File: src/rtl/md_seq_pkg.sv
// Shared types and helpers for the MD timestep sequencer.
// State enum, index-width helper, default phase numbering.
package md_seq_pkg;

  typedef enum logic [1:0] {
    S_IDLE = 2'd0,
    S_RUN  = 2'd1,
    S_DONE = 2'd2
  } state_t;

  localparam int PH_CELL   = 0;
  localparam int PH_FORCE  = 1;
  localparam int PH_MOTION = 2;

  // Index width: max(1, clog2(n)).
  function automatic int idx_w(input int n);
    return (n <= 2) ? 1 : $clog2(n);
  endfunction

endpackage

File: src/rtl/md_next_phase.sv
// Next-phase selector: maps current phase (plus optional skip
// mask, macro PHASE_SKIP_EN) to next/wrap/entry index and last flag.
// Ports: i_cur, [i_skip_mask], o_next, o_wrap, o_entry, o_last.
module md_next_phase
  import md_seq_pkg::*;
#(
  parameter int NUM_PHASES  = 3,
  parameter int START_PHASE = 0,
  parameter int PHASE_W     = idx_w(NUM_PHASES)
) (
  input  logic [PHASE_W-1:0]    i_cur,
`ifdef PHASE_SKIP_EN
  input  logic [NUM_PHASES-1:0] i_skip_mask,
`endif
  output logic [PHASE_W-1:0]    o_next,
  output logic [PHASE_W-1:0]    o_wrap,
  output logic [PHASE_W-1:0]    o_entry,
  output logic                  o_last
);

  localparam int LAST = NUM_PHASES - 1;

  assign o_last = (i_cur == PHASE_W'(LAST));

`ifdef PHASE_SKIP_EN
  // Lowest unmasked index >= base; last phase is never skipped.
  function automatic logic [PHASE_W-1:0] first_from(
    input int                  base,
    input logic [NUM_PHASES-1:0] m
  );
    logic [PHASE_W-1:0] r;
    r = PHASE_W'(LAST);
    for (int i = LAST - 1; i >= 0; i--) begin
      if (i >= base && !m[i]) r = PHASE_W'(i);
    end
    return r;
  endfunction

  assign o_next  = first_from(int'(i_cur) + 1, i_skip_mask);
  assign o_wrap  = first_from(0, i_skip_mask);
  assign o_entry = first_from(START_PHASE, i_skip_mask);
`else
  assign o_next  = i_cur + PHASE_W'(1);
  assign o_wrap  = '0;
  assign o_entry = PHASE_W'(START_PHASE);
`endif

endmodule

File: src/rtl/md_phase_sequencer.sv
// Timestep controller: walks NUM_PHASES ready/done handshakes per
// step, rotates buffer_sel over NUM_BUFFERS banks, counts steps to
// a latched limit. Optional skip_mask input under PHASE_SKIP_EN.
// Ports: clk, reset_n, mem_set, num_steps, restart, phase_done,
//        phase_ready, phase_idx, buffer_sel, step_count, busy, sim_done.
module md_phase_sequencer
  import md_seq_pkg::*;
#(
  parameter  int NUM_PHASES  = 3,
  parameter  int NUM_BUFFERS = 2,
  parameter  int STEP_W      = 32,
  parameter  int START_PHASE = 0,
  localparam int PHASE_W     = idx_w(NUM_PHASES),
  localparam int BUF_W       = idx_w(NUM_BUFFERS)
) (
  input  logic                  clk,
  input  logic                  reset_n,
  input  logic                  mem_set,
  input  logic [STEP_W-1:0]     num_steps,
  input  logic                  restart,
  input  logic [NUM_PHASES-1:0] phase_done,
`ifdef PHASE_SKIP_EN
  input  logic [NUM_PHASES-1:0] skip_mask,
`endif
  output logic [NUM_PHASES-1:0] phase_ready,
  output logic [PHASE_W-1:0]    phase_idx,
  output logic [BUF_W-1:0]      buffer_sel,
  output logic [STEP_W-1:0]     step_count,
  output logic                  busy,
  output logic                  sim_done
);

  state_t              r_state, w_state;
  logic [PHASE_W-1:0]  r_phase, w_phase;
  logic [BUF_W-1:0]    r_buf, w_buf;
  logic [STEP_W-1:0]   r_count, w_count;
  logic [STEP_W-1:0]   r_limit, w_limit;
  logic [STEP_W-1:0]   w_inc;
  logic                r_busy, r_done;
  logic [PHASE_W-1:0]  w_next, w_wrap, w_entry;
  logic                w_last;

  md_next_phase #(
    .NUM_PHASES  (NUM_PHASES),
    .START_PHASE (START_PHASE),
    .PHASE_W     (PHASE_W)
  ) u_next (
    .i_cur       (r_phase),
`ifdef PHASE_SKIP_EN
    .i_skip_mask (skip_mask),
`endif
    .o_next      (w_next),
    .o_wrap      (w_wrap),
    .o_entry     (w_entry),
    .o_last      (w_last)
  );

  // Saturating increment of the step counter.
  assign w_inc = (r_count == '1) ? r_count
                                 : r_count + STEP_W'(1);

  always_comb begin
    w_state = r_state;
    w_phase = r_phase;
    w_buf   = r_buf;
    w_count = r_count;
    w_limit = r_limit;
    unique case (r_state)
      S_IDLE, S_DONE: begin
        if (mem_set &&
            (r_state == S_IDLE || restart)) begin
          w_limit = num_steps;
          w_count = '0;
          if (num_steps == '0) begin
            w_state = S_DONE;
          end else begin
            w_state = S_RUN;
            w_phase = w_entry;
          end
        end
      end
      S_RUN: begin
        if (mem_set && phase_done[r_phase]) begin
          if (!w_last) begin
            w_phase = w_next;
          end else begin
            w_count = w_inc;
            w_buf   = (r_buf == BUF_W'(NUM_BUFFERS - 1))
                    ? '0 : r_buf + BUF_W'(1);
            if (w_inc == r_limit) w_state = S_DONE;
            else                  w_phase = w_wrap;
          end
        end
      end
      default: w_state = S_IDLE;
    endcase
  end

  always_ff @(posedge clk or negedge reset_n) begin
    if (!reset_n) begin
      r_state <= S_IDLE;
      r_phase <= '0;
      r_buf   <= '0;
      r_count <= '0;
      r_limit <= '0;
      r_busy  <= 1'b0;
      r_done  <= 1'b0;
    end else begin
      r_state <= w_state;
      r_phase <= w_phase;
      r_buf   <= w_buf;
      r_count <= w_count;
      r_limit <= w_limit;
      r_busy  <= (w_state == S_RUN);
      r_done  <= (w_state == S_DONE);
    end
  end

  // Decoded from registers only: no input-to-output paths.
  assign phase_ready = (r_state == S_RUN)
                     ? (NUM_PHASES'(1) << r_phase) : '0;
  assign phase_idx   = (r_state == S_RUN) ? r_phase : '0;
  assign buffer_sel  = r_buf;
  assign step_count  = r_count;
  assign busy        = r_busy;
  assign sim_done    = r_done;

endmodule

File: config.mk
export PLATFORM = sky130hd
export DESIGN_NAME = md_phase_sequencer
export DESIGN_NICKNAME = d
export VERILOG_FILES = /design/src/rtl/md_seq_pkg.sv /design/src/rtl/md_next_phase.sv /design/src/rtl/md_phase_sequencer.sv
export SDC_FILE = /design/constraint.sdc
export NUM_CORES = 1
export LEC_CHECK = 0
export CORE_MARGIN = 3
export CORE_UTILIZATION = 25
export DETAILED_ROUTE_END_ITERATION = 6
export HOLD_SLACK_MARGIN = 0.15
export PLACE_DENSITY = 0.53
export SETUP_SLACK_MARGIN = 0.02
export SYNTH_ARGS = -nofsm -noshare
export SYNTH_HDL_FRONTEND = slang
export SYNTH_SLANG_ARGS = --single-unit
File: constraint.sdc
create_clock -name clk -period 9.1 [get_ports clk]
set_input_delay 1.82 -clock clk [delete_from_list [all_inputs] [get_ports clk]]
set_output_delay 1.82 -clock clk [all_outputs]
set_load 0.005 [all_outputs]
* Word-level counts from Yosys, hierarchy flattened
Index checks and enable logic that the tools add are counted.
** Word-level totals
- Flip-flop bits (word level) :: 71
- Input port bits :: 39
- Output and inout port bits :: 40
** Operators by class
- Add/subtract/negate cells :: 3
- Magnitude comparators :: 1
- Equal/unequal tests :: 12
- Shifts and indexed selects :: 1
- Multiplexer cells :: 22
- Reduce and logical (&&, ||, !) cells :: 11
** Operators with widths (count)
- 32-bit 2-to-1 mux :: 4
- 32-bit case mux with 2 select lines :: 1
- 32-bit by 1-bit adder with 32-bit output, second input constant :: 1
- 32-bit equality test :: 1
- 32-bit equality test, second input constant :: 1
- 32-bit zero test :: 1
- 2-bit 2-to-1 mux :: 11
- 2-bit inequality test, second input constant :: 4
- 2-bit case mux with 2 select lines :: 2
- 2-bit equality test, second input constant :: 3
- 5-bit AND reduction :: 1
- 2-bit by 1-bit equality test with 1-bit output, second input constant :: 2
- 4-bit AND reduction :: 1
- 2-bit by 3-bit less-than comparator with 1-bit output, second input constant :: 1
- 3-bit 2-to-1 mux :: 1
- 3-bit inequality test, second input constant :: 1
- 3-bit AND reduction :: 1
- 1-bit by 2-bit left shift with 3-bit output, first input constant :: 1
- 2-bit by 1-bit adder with 2-bit output, second input constant :: 1
- 1-bit binary-select mux with 2-bit select :: 1
- 1-bit logical AND :: 2
- 2-bit zero test :: 1
- 1-bit 2-to-1 mux :: 2
- 2-bit AND reduction :: 1
- other kinds (4) :: 4

* Logic depth before layout (Yosys ltp)
- Word-level depth :: 8
- Gate-level depth with buffers :: 11
- Gate-level depth less buffers :: 9

* By module
From an unflattened synthesis, not the netlist that was laid out.
** Second synthesis, totals
- Cell total of the unflattened synthesis :: 606
- Area, all modules :: 4889.7 µm²
** By module, submodules not included
- md_phase_sequencer :: times used 1, cells an instance 598, area an instance 4835.9 µm², seq. area each 1776.7 µm²
- md_next_phase :: times used 1, cells an instance 8, area an instance 53.8 µm², seq. area each 0.0 µm²

* Worst setup path before layout
OpenSTA, ideal clock, no wires.
- Kind :: in2reg
- From :: in phase_done[2]
- To :: reg r_count[0] (netlist: step_count[0])
- Setup time :: 0.125 ns
- Arrival time :: 3.185 ns
- Path slack :: 5.791 ns
- Stages on the path :: 9
- Path buffers :: 2
- Cell sequence :: mux2i_1 -> o21ai_1 -> and3_1 -> and2_1 -> clkbuf_1 -> or2_2 -> clkbuf_1 -> o21ai_0 -> mux2_2
** Between the ends
- Longest elaborated chain between the ends :: 5
** RTL lines
- start, declared :: RTL line md_phase_sequencer.sv:21 : input logic [NUM_PHASES-1:0] phase_done,
- 1-bit binary-select mux with 2-bit select :: RTL line md_phase_sequencer.sv:83 : if (mem_set && phase_done[r_phase]) begin
- 1-bit 2-to-1 mux (implied by the code) :: RTL line md_phase_sequencer.sv:83
- 1-bit logical AND :: RTL line md_phase_sequencer.sv:83
- 2-bit inequality test (no line)
- 4-bit AND reduction (no line)
- end signal, assigned :: RTL line md_phase_sequencer.sv:112 : r_count <= w_count;
- end, declared :: RTL line md_phase_sequencer.sv:36 : logic [STEP_W-1:0] r_count, w_count;
No other way between the ends. The select of a mux whose other input is x is not followed.
A chain may end at the register's enable or synchronous reset.

* Worst setup path in the final report
- From :: in num_steps[0]
- To :: reg r_phase[1]
** Between the ends
- Longest elaborated chain between the ends :: 3
** RTL lines
- start, declared :: RTL line md_phase_sequencer.sv:19 : input logic [STEP_W-1:0] num_steps,
- 32-bit zero test :: RTL line md_phase_sequencer.sv:74 : if (num_steps == '0) begin
- 2-bit inequality test (no line)
- 5-bit AND reduction (no line)
- end signal, assigned :: RTL line md_phase_sequencer.sv:110 : r_phase <= w_phase;
- end, declared :: RTL line md_phase_sequencer.sv:34 : logic [PHASE_W-1:0] r_phase, w_phase;
No other way between the ends.

==> impl_results.md <==
- Mapped Cells: around 500
- Number of synthesized flops with an enable pin: 0
- Path type of the worst min-delay path: register to register
- Post-synth net total: between 500 and 600
- Total negative slack for setup checks: 0 ps
- Share of the clock period used by the worst path after layout: 43.8%
- Post-Route WL: 15500 um
- Iteration-0 DRC count of the detailed router: 479
- Total number of placement rows: slightly below 50
- Flops & latches, synth: slightly above 70
- Most used flip-flop cell after synthesis: sky130_fd_sc_hd__dfrtp_1
- Wire length per cell after detailed routing: about 20 um
- Launching element type of the critical path: input pin
- Crit path from: num_steps[0]
- Post-synthesis instance area: ~4600 sq um
- Worst-margin pin slew: between 900 and 1000 ps
- Final count of negative-setup-slack endpoints: 0
- RSZ-0062 raised after global routing: false
- Number of buffers added by the clock tree synthesis step: 9
- Number of hold buffers added after CTS: 0
- Outcome: finished, final reports clean
- H-Tree Depth: 3
- Worst Setup Slack post-DPL: 4780 ps
- Dominant cells by area after synthesis: sky130_fd_sc_hd__dfrtp_1 38%, sky130_fd_sc_hd__mux2_2 7.8%, sky130_fd_sc_hd__xnor2_1 7.6%, sky130_fd_sc_hd__o21ai_0 4.3%, sky130_fd_sc_hd__nand2_1 2.8%
- Yosys cell types: 65
- Post-synth top area share: approximately two fifths
- Clock-pin slew on the worst setup and hold paths: roughly 50 ps
- Per-instance average area after synthesis: approximately 9.3 sq um
- IR drop worst, VDD: a little under 90 uV
- Clock root cell: sky130_fd_sc_hd__clkbuf_16
- Skew final: about 8.3 ps
- Post-Synth Simple-Gate Area: between 20% and 30%
- TritonCTS clock tree: done
- Cell depth of the worst min-delay path: 1
- Reg-to-reg endpoint: busy
- Largest fanout on the critical path: 3
- Initial antenna violation count: 0
- Antenna-violating nets left: 0
- Post-synthesis adder-cell area fraction: 0.270%
- Total I/O pin count: approximately 80
- Final total power: around 1300 uW
- Placed Instance Area: between 5000 and 6000 sq um
- Relative slew margins: between 30% and 40%
- Highest achievable clock rate: about 250 MHz
- Number of warning messages in the yosys log: 0
- Number of setup buffers added after CTS: 0
- Wire length of the first global-routing pass: 24100 um
- Setup slack on the worst flop-to-flop path: 5640 ps
- Antenna fix cells: 0
- Critical path endpoint category: register
- Routability-driven placement congestion ratio: 0.876
- Effective utilization at floorplan: 25.6%
- Final HPWL DP: approximately 11000 um
- Cell area after layout: between 5000 and 6000 sq um
- Y dimension of the die: approximately 140 um
- DRT Pass-1 Iters: 5
- Relative area change from synthesis to final layout: 27.8%
- Core Footprint: roughly 18000 sq um
- Global routing usage summed across all routing layers: 15.6%
- CP Data Required Time: ~9300 ps
- Sequential element share of the synthesized area: around two fifths
- Latest clock arrival within the worst-skew pair: 350 ps
- Via count of the first global-routing pass: ~4100
- Number of buffers inserted by port buffering: 78
- Cell type with the largest total area after synthesis: sky130_fd_sc_hd__dfrtp_1
- Resized cells post-CTS: 0
- Worst setup path endpoint: r_phase[1]
- Pins Over Slew Limit: 0
- Die area: roughly 20000 sq um
- Layout cell share with drive strength beyond 1: between 10% and 20%
- Pin count of the biggest net entering global routing: between 70 and 80
- Final global-route overflow total: 0
- Post-layout min period: ~4000 ps
- Drt drc: 0
- XOR/XNOR share of the synthesized area: 9.08%
- Leak pwr: between 0.002 and 0.0025 uW
- FFs w/ async S/R, synth: 100%
- Synth Area in Compound Gates: a little under a fifth
- Avg Vias per Cell: roughly 5.3
- Number of vias in the routed layout: around 4200
- CTS sink cnt: 71
- Die boundary width: 142 um
- Minimum setup slack in the final design: about 5100 ps
- Total count of hold-check failures in the final report: 0
- Maximum number of buffers from clock root to sink: 2
- Crit path DAT: between 4000 and 5000 ps
- Portion of netlist area occupied by mux cells: under 10%
- R2r worst-path depth: 8
- Classification of the worst setup path: input pin to register
- P per Cell Area: 218 nW/um^2
- Total of max-cap violations: 0
- Largest family of logic cells by synthesized area: simple AND/OR/NAND/NOR gates
- Critical register-to-register path startpoint: step_count[24]
- Total number of nets in the final design: around 600
==> synth_stat cells, types with 4 or more instances <==
cell                       instances
sky130_fd_sc_hd__a211oi_1          4
sky130_fd_sc_hd__a21oi_1          24
sky130_fd_sc_hd__a22oi_1           5
sky130_fd_sc_hd__a311oi_1          7
sky130_fd_sc_hd__a31oi_1          10
sky130_fd_sc_hd__and2_1           10
sky130_fd_sc_hd__and3_1            7
sky130_fd_sc_hd__and4_1            7
sky130_fd_sc_hd__buf_2             4
sky130_fd_sc_hd__clkbuf_1         23
sky130_fd_sc_hd__dfrtp_1          71
sky130_fd_sc_hd__inv_1             7
sky130_fd_sc_hd__mux2_2           32
sky130_fd_sc_hd__nand2_1          35
sky130_fd_sc_hd__nand2b_1          4
sky130_fd_sc_hd__nand3_1          15
sky130_fd_sc_hd__nand4_1          14
sky130_fd_sc_hd__nor2_1           31
sky130_fd_sc_hd__nor2b_1           4
sky130_fd_sc_hd__nor3_1           12
sky130_fd_sc_hd__nor4_1           16
sky130_fd_sc_hd__o21ai_0          40
sky130_fd_sc_hd__o31ai_1           6
sky130_fd_sc_hd__or3_1             4
sky130_fd_sc_hd__xnor2_1          40
sky130_fd_sc_hd__xor2_1            8
==> how the worst min path moves through the flow <==
stage                    start    endpoint  slack, ps
floorplan           buffer_sel  buffer_sel        470
global placement    buffer_sel  buffer_sel        470
detailed placement  buffer_sel  buffer_sel        470
CTS                 buffer_sel  buffer_sel        480
global route        buffer_sel  buffer_sel        500
finish              buffer_sel  buffer_sel        470
==> worst max-delay path, cell delays in order <==
cell                              delay (ps)
sky130_fd_sc_hd__clkdlybuf4s50_1         430
sky130_fd_sc_hd__nor4_1                  650
sky130_fd_sc_hd__nand4_1                 290
sky130_fd_sc_hd__o221a_2                 360
sky130_fd_sc_hd__nand2b_1                110
sky130_fd_sc_hd__nand2_1                  90
sky130_fd_sc_hd__mux2_2                  270
sky130_fd_sc_hd__a31o_1                  180
==> cell families (layout without fill, tap and decap cells) <==
| family | count (synthesis) | count (layout) |
|---|---|---|
| xor gates and xnor gates | 48 | 48 |
| AOI/OAI and AO/OA | 130 | 130 |
| adders and majority gates | 1 | 1 |
| and+or+nand+nor | 175 | 175 |
| muxes | 35 | 35 |
| DFF | 71 | 71 |
| buffers and inverters | 38 | 109 |
==> per-layer routing <==
layer / vias up / global-route usage (%) / share of wire [%]
met2: 154 / 23.8 / 46
met5: - / 0 / 0
met1: 2067 / 22.0 / 46
met4: 0 / 5.40 / 1.5
li1: 1996 / - / -
met3: 18 / 3.13 / 6.1
==> area by class of cell <==
class | count | area (sq um)
clock inverters | 4 | 45.0
fillers | 1857 | 12200
flip-flops and latches | 71 | 1780
clock buffers | 12 | 246
inverters | 7 | 26.3
well taps | 229 | 287
repair buffers | 86 | 836
multi-input cells | 389 | 2710
==> registers in the layout, indices dropped and copies added, names as in the netlist <==
| name | count |
|---|---|
| sim_done | 1 |
| r_limit | 32 |
| step_count | 32 |
| buffer_sel | 1 |
| r_phase | 2 |
| r_state | 2 |
| busy | 1 |
==> placed cells by master (no fill, tap or decap), types with 4 or more instances in the layout <==
cell type / count
sky130_fd_sc_hd__a31oi_1: 10
sky130_fd_sc_hd__and2_1: 10
sky130_fd_sc_hd__a311oi_1: 7
sky130_fd_sc_hd__buf_4: 8
sky130_fd_sc_hd__a211oi_1: 4
sky130_fd_sc_hd__nor2b_1: 4
sky130_fd_sc_hd__nor2_1: 31
sky130_fd_sc_hd__nor4_1: 15
sky130_fd_sc_hd__clkdlybuf4s50_1: 77
sky130_fd_sc_hd__xnor2_1: 40
sky130_fd_sc_hd__nand2_1: 35
sky130_fd_sc_hd__nor3_1: 12
sky130_fd_sc_hd__and3_1: 7
sky130_fd_sc_hd__nand3_1: 15
sky130_fd_sc_hd__and4_1: 7
sky130_fd_sc_hd__nand2b_1: 4
sky130_fd_sc_hd__a22oi_1: 5
sky130_fd_sc_hd__a21oi_1: 24
sky130_fd_sc_hd__inv_1: 7
sky130_fd_sc_hd__nand4_1: 14
sky130_fd_sc_hd__or3_1: 4
sky130_fd_sc_hd__o31ai_1: 6
sky130_fd_sc_hd__o21ai_0: 40
sky130_fd_sc_hd__mux2_2: 32
sky130_fd_sc_hd__xor2_1: 8
sky130_fd_sc_hd__clkbuf_16: 9
sky130_fd_sc_hd__dfrtp_1: 71
==> report_power, final <==
part	total, uW	switching (uW)	leakage (uW)	internal [uW]
registers	486	82.6	0.000913	404
logic	449	215	0.00108	233
clock network	357	139	0.000146	218
==> metrics by stage <==
stage          std cells  hold slack [ps]  utilization [%]
2_1_floorplan        498              469                -
3_3_place_gp         782              467             31.1
3_5_place_dp         782              466             31.1
4_1_cts              798              478             32.7
5_1_grt              798              498             32.7
6_report             798              473             32.7
(Power assumes the default switching activity.)
